### src/rtl/ula_mult_4x4_seq.sv
// Sequential 4x4 unsigned shift-and-add multiplier that feeds ULA result mux slot 4.
// Optional macro ULA_MULT_EARLY_EXIT_EN ends the iteration once no multiplier bits remain.
module ula_mult_4x4_seq (
  input  logic       CLK,
  input  logic       RST,
  input  logic [3:0] A,
  input  logic [3:0] B,
  input  logic       START,
  output logic [7:0] P,
  output logic       BUSY,
  output logic       DONE
);

  typedef enum logic [1:0] {S_IDLE, S_RUN, S_DONE} state_t;

  state_t     state_q;
  logic [7:0] mcand_q;
  logic [3:0] mq_q;
  logic [7:0] acc_q;
  logic [1:0] cnt_q;
  logic [7:0] p_q;
  logic       busy_q;
  logic       done_q;

  logic [7:0] acc_d;
  logic [3:0] mq_d;
  logic       last_d;

  assign acc_d = acc_q + (mq_q[0] ? mcand_q : 8'h00);
  assign mq_d  = mq_q >> 1;

`ifdef ULA_MULT_EARLY_EXIT_EN
  // Remaining multiplier bits all zero: further iterations would add nothing.
  assign last_d = (cnt_q == 2'd3) || (mq_d == 4'h0);
`else
  assign last_d = (cnt_q == 2'd3);
`endif

  always_ff @(posedge CLK or posedge RST) begin
    if (RST) begin
      state_q <= S_IDLE;
      mcand_q <= 8'h00;
      mq_q    <= 4'h0;
      acc_q   <= 8'h00;
      cnt_q   <= 2'd0;
      p_q     <= 8'h00;
      busy_q  <= 1'b0;
      done_q  <= 1'b0;
    end else begin
      case (state_q)
        S_IDLE: begin
          done_q <= 1'b0;
          if (START) begin
            mcand_q <= {4'h0, A};
            mq_q    <= B;
            acc_q   <= 8'h00;
            cnt_q   <= 2'd0;
            busy_q  <= 1'b1;
            state_q <= S_RUN;
          end
        end
        S_RUN: begin
          acc_q   <= acc_d;
          mcand_q <= mcand_q << 1;
          mq_q    <= mq_d;
          cnt_q   <= cnt_q + 2'd1;
          if (last_d) begin
            p_q     <= acc_d;
            busy_q  <= 1'b0;
            done_q  <= 1'b1;
            state_q <= S_DONE;
          end
        end
        S_DONE: begin
          // START is deliberately not looked at here; requests are not queued.
          done_q  <= 1'b0;
          state_q <= S_IDLE;
        end
        default: begin
          busy_q  <= 1'b0;
          done_q  <= 1'b0;
          state_q <= S_IDLE;
        end
      endcase
    end
  end

  assign P    = p_q;
  assign BUSY = busy_q;
  assign DONE = done_q;

endmodule

### config.mk
export PLATFORM = sky130hd
export DESIGN_NAME = ula_mult_4x4_seq
export DESIGN_NICKNAME = d
export VERILOG_FILES = /design/src/rtl/ula_mult_4x4_seq.sv
export SDC_FILE = /design/constraint.sdc
export NUM_CORES = 1
export LEC_CHECK = 0
export CAP_MARGIN = 20
export CORE_MARGIN = 3
export CORE_UTILIZATION = 55
export DETAILED_ROUTE_END_ITERATION = 16
export PLACE_DENSITY = 0.8
export SLEW_MARGIN = 20
export SYNTH_ARGS = -nofsm -noshare
export SYNTH_HDL_FRONTEND = slang
export SYNTH_SLANG_ARGS = --single-unit
### constraint.sdc
create_clock -name CLK -period 2.6 [get_ports CLK]
set_clock_uncertainty 0.1 [all_clocks]
set_input_delay 0.26 -clock CLK [delete_from_list [all_inputs] [get_ports CLK]]
set_output_delay 0.26 -clock CLK [all_outputs]
set_load 0.005 [all_outputs]
==> metrics.txt <==
worst slack at placement 288 ps; Synth top area share 47.5%; worst r2r path cells 9; input/output buffers 20; CTS clk-pin slew, worst paths 100 ps; Hold Crit Class in -> async; TNS Setup 0 ps; CTS resizes 0; dpl hpwl 2670 µm; TritonCTS clock tree built; Crit. End Element flop; gpl congestion 0.849; Distinct cells, synth 35; Max Fanout on Critical Path 10; Area contributors post-synth dfrtp_1 48%, o21ai_0 7.0%, ha_1 5.6%, nand2_1 5.2%, mux2i_1 3.4%; RR Endpoint acc_q[6]; # DRC 0; crit path DAT 2490 ps; power share of the clock group 13.9%; htree depth 2; total grt overflow 0; Clk Latency, worst-skew pair 340 ps; initial antenna violation count 0; status finished, final reports clean; final setup vio count 0; total wire length 3640 µm; Yosys top cell by area dfrtp_1; required time worst endpoint 2780 ps; pin count of the biggest net entering global routing 35; Gate power share 45.2%; Die Wd 63.1 µm; kind of critical path reg -> reg; DR pass1 iterations 4; Area Growth Syn to Fin 16.6%; Worst Setup SP mq_q[0]; DR vias 1411; final max-slew violation count 0; diode count 0; switching share of power 39.3%; Die Ht 63.1 µm; per-cell routed wire length 14.6 µm; post-route minimum period 2300 ps; die area 3980 µm²; Worst R2R Start mq_q[0]; unrepaired setup endpoints after global routing false; global-route wire length before repair 6280 µm; starting density of the core 58.2%; synthesized area per cell 9.73 µm²; r2r setup slk 300 ps; Post-Syn Instances 184; # hold bufs at CTS 0; nature of the critical path startpoint flop; sequential power share 40.9%; Nets 225; initial DRC count 67; cell internal pwr 1.34 mW; Leak 0.977 nW; # rows 20; Clock Tree Root clkbuf_4; synthesized flop and latch total 34; Psw 0.869 mW; vias in the first global route 1456; antenna-violating nets left 0; Seq/Total Area, Yosys 47.5%; via/cell ratio 5.64; Final WS setup 296 ps; core area 3080 µm²; max cap viols 0; postcts setup bufs 0; syn nets 204; Num CTS Buffers 5; Slew HR 60.7%; CTS Sinks 34; All-Layer GR Usage 20.1%; Final Util 67.8%; P per Cell Area 1060 nW/µm²; synthesized area 1790 µm²; Tcrit/Tclk final 88.6%; measured slew at the worst slew-check pin 590 ps; fmax 0.434 GHz; Synth Warn # 0; Worst VDD drop 0.563 mV; clk buf depth 2; Hold Violations, Final 0; fraction of layout cells with a size suffix above 1 7.28%; I/O pins 21
==> cell usage in the layout (no fill, tap or decap), drive strengths merged, types with 2 or more instances in the layout <==
cell type and count:
nor2 9, nor2b 8, a21oi 8, inv 9, dfrtp 34, nand3 4, buf 2, clkbuf 7
mux2i 6, a22oi 2, xor2 3, o211ai 2, mux2 2, a22o 6, o21ai 26, nor3 2
or4 2, nand2 26, clkdlybuf4s50 20, nand2b 4, and2 6, ha 8
==> power by group through the flow <==
stage,Clock (mW),Combinational (mW),Sequential [mW]
after CTS,0.313,1.00,0.901
after global routing,0.350,1.10,0.935
after floorplan,0,0.735,0.841
final,0.307,0.998,0.903
after global placement,0,0.945,0.898
after detailed placement,0,0.996,0.912
==> sequential cells by signal, summed over array words and instances (netlist names) <==
| signal | count |
|---|---|
| state_q | 2 |
| BUSY | 1 |
| cnt_q | 2 |
| DONE | 1 |
| acc_q | 8 |
| mcand_q | 8 |
| P | 8 |
| mq_q | 4 |
==> per-stage QoR <==
stage | instances | instance area (µm²) | total power, mW | hold slack (ps)
final | 250 | 2090 | 2.21 | 199
after global routing | 250 | 2090 | 2.39 | 235
after CTS | 250 | 2080 | 2.22 | 215
after detailed placement | 242 | 2020 | 1.91 | 370
after global placement | 242 | 2020 | 1.84 | 362
after floorplan | 184 | 1790 | 1.58 | 302
==> area by class of cell <==
type	count	area [µm²]
Tap cell	44	55.1
Multi-Input combinational cell	133	873
Fill cell	250	990
Inverter	9	33.8
Timing Repair Buffer	22	215
Clock buffer	7	55.1
Clock inverter	1	5.00
Sequential cell	34	851
==> cell families after synthesis <==
family	count (synthesis)	share of synthesized area (%)
mux	8	4.61
buf+inv	17	3.91
compound gates	49	16.7
flops	34	47.5
simple gates	62	17.3
fa+ha+maj	9	6.71
xor+xnor	5	3.21
==> worst max-delay path, cell delays in order (launching register included) <==
cell and delay (ps):
dfrtp_1 490, and2_1 180, ha_1 220, inv_1 90, fa_1 210, nor2b_1 60
o21ai_1 190, a21oi_2 110, or4_1 490, nand3_1 100
==> layer usage <==
layer / GRT usage [%] / vias up / part of all wire (%)
met4: 9.64 / 0 / 1.8
met3: 5.17 / 10 / 4.6
met2: 33.2 / 38 / 51
met5: 0 / - / 0
li1: - / 679 / -
met1: 24.4 / 684 / 42
==> Yosys cell counts <==
master	count
and3_1	1
or4_1	2
a211oi_2	1
inv_1	9
buf_2	2
dfrtp_1	34
nor2_1	9
a22o_1	6
buf_4	1
a21oi_1	8
a221oi_1	1
o21bai_1	1
nand2_4	1
a21o_1	1
o211ai_1	2
a22oi_1	2
mux2i_1	6
buf_1	1
o21ai_0	25
nor3_1	2
nor2b_1	7
ha_1	8
fa_1	1
o311a_1	1
nand3_1	4
nand2b_1	4
clkbuf_1	4
nor2b_4	1
mux2_2	2
xnor2_1	1
xor2_1	3
nand2_1	25
xnor3_1	1
and2_1	6
o21ai_1	1
==> worst max-delay path by stage <==
stage	cells past startpoint	end
after floorplan	10	P[4]
after global placement	7	P[7]
after detailed placement	9	acc_q[4]
after CTS	9	acc_q[4]
after global routing	9	acc_q[4]
final	9	acc_q[6]
No activity file was read; power rests on OpenSTA's default activity.
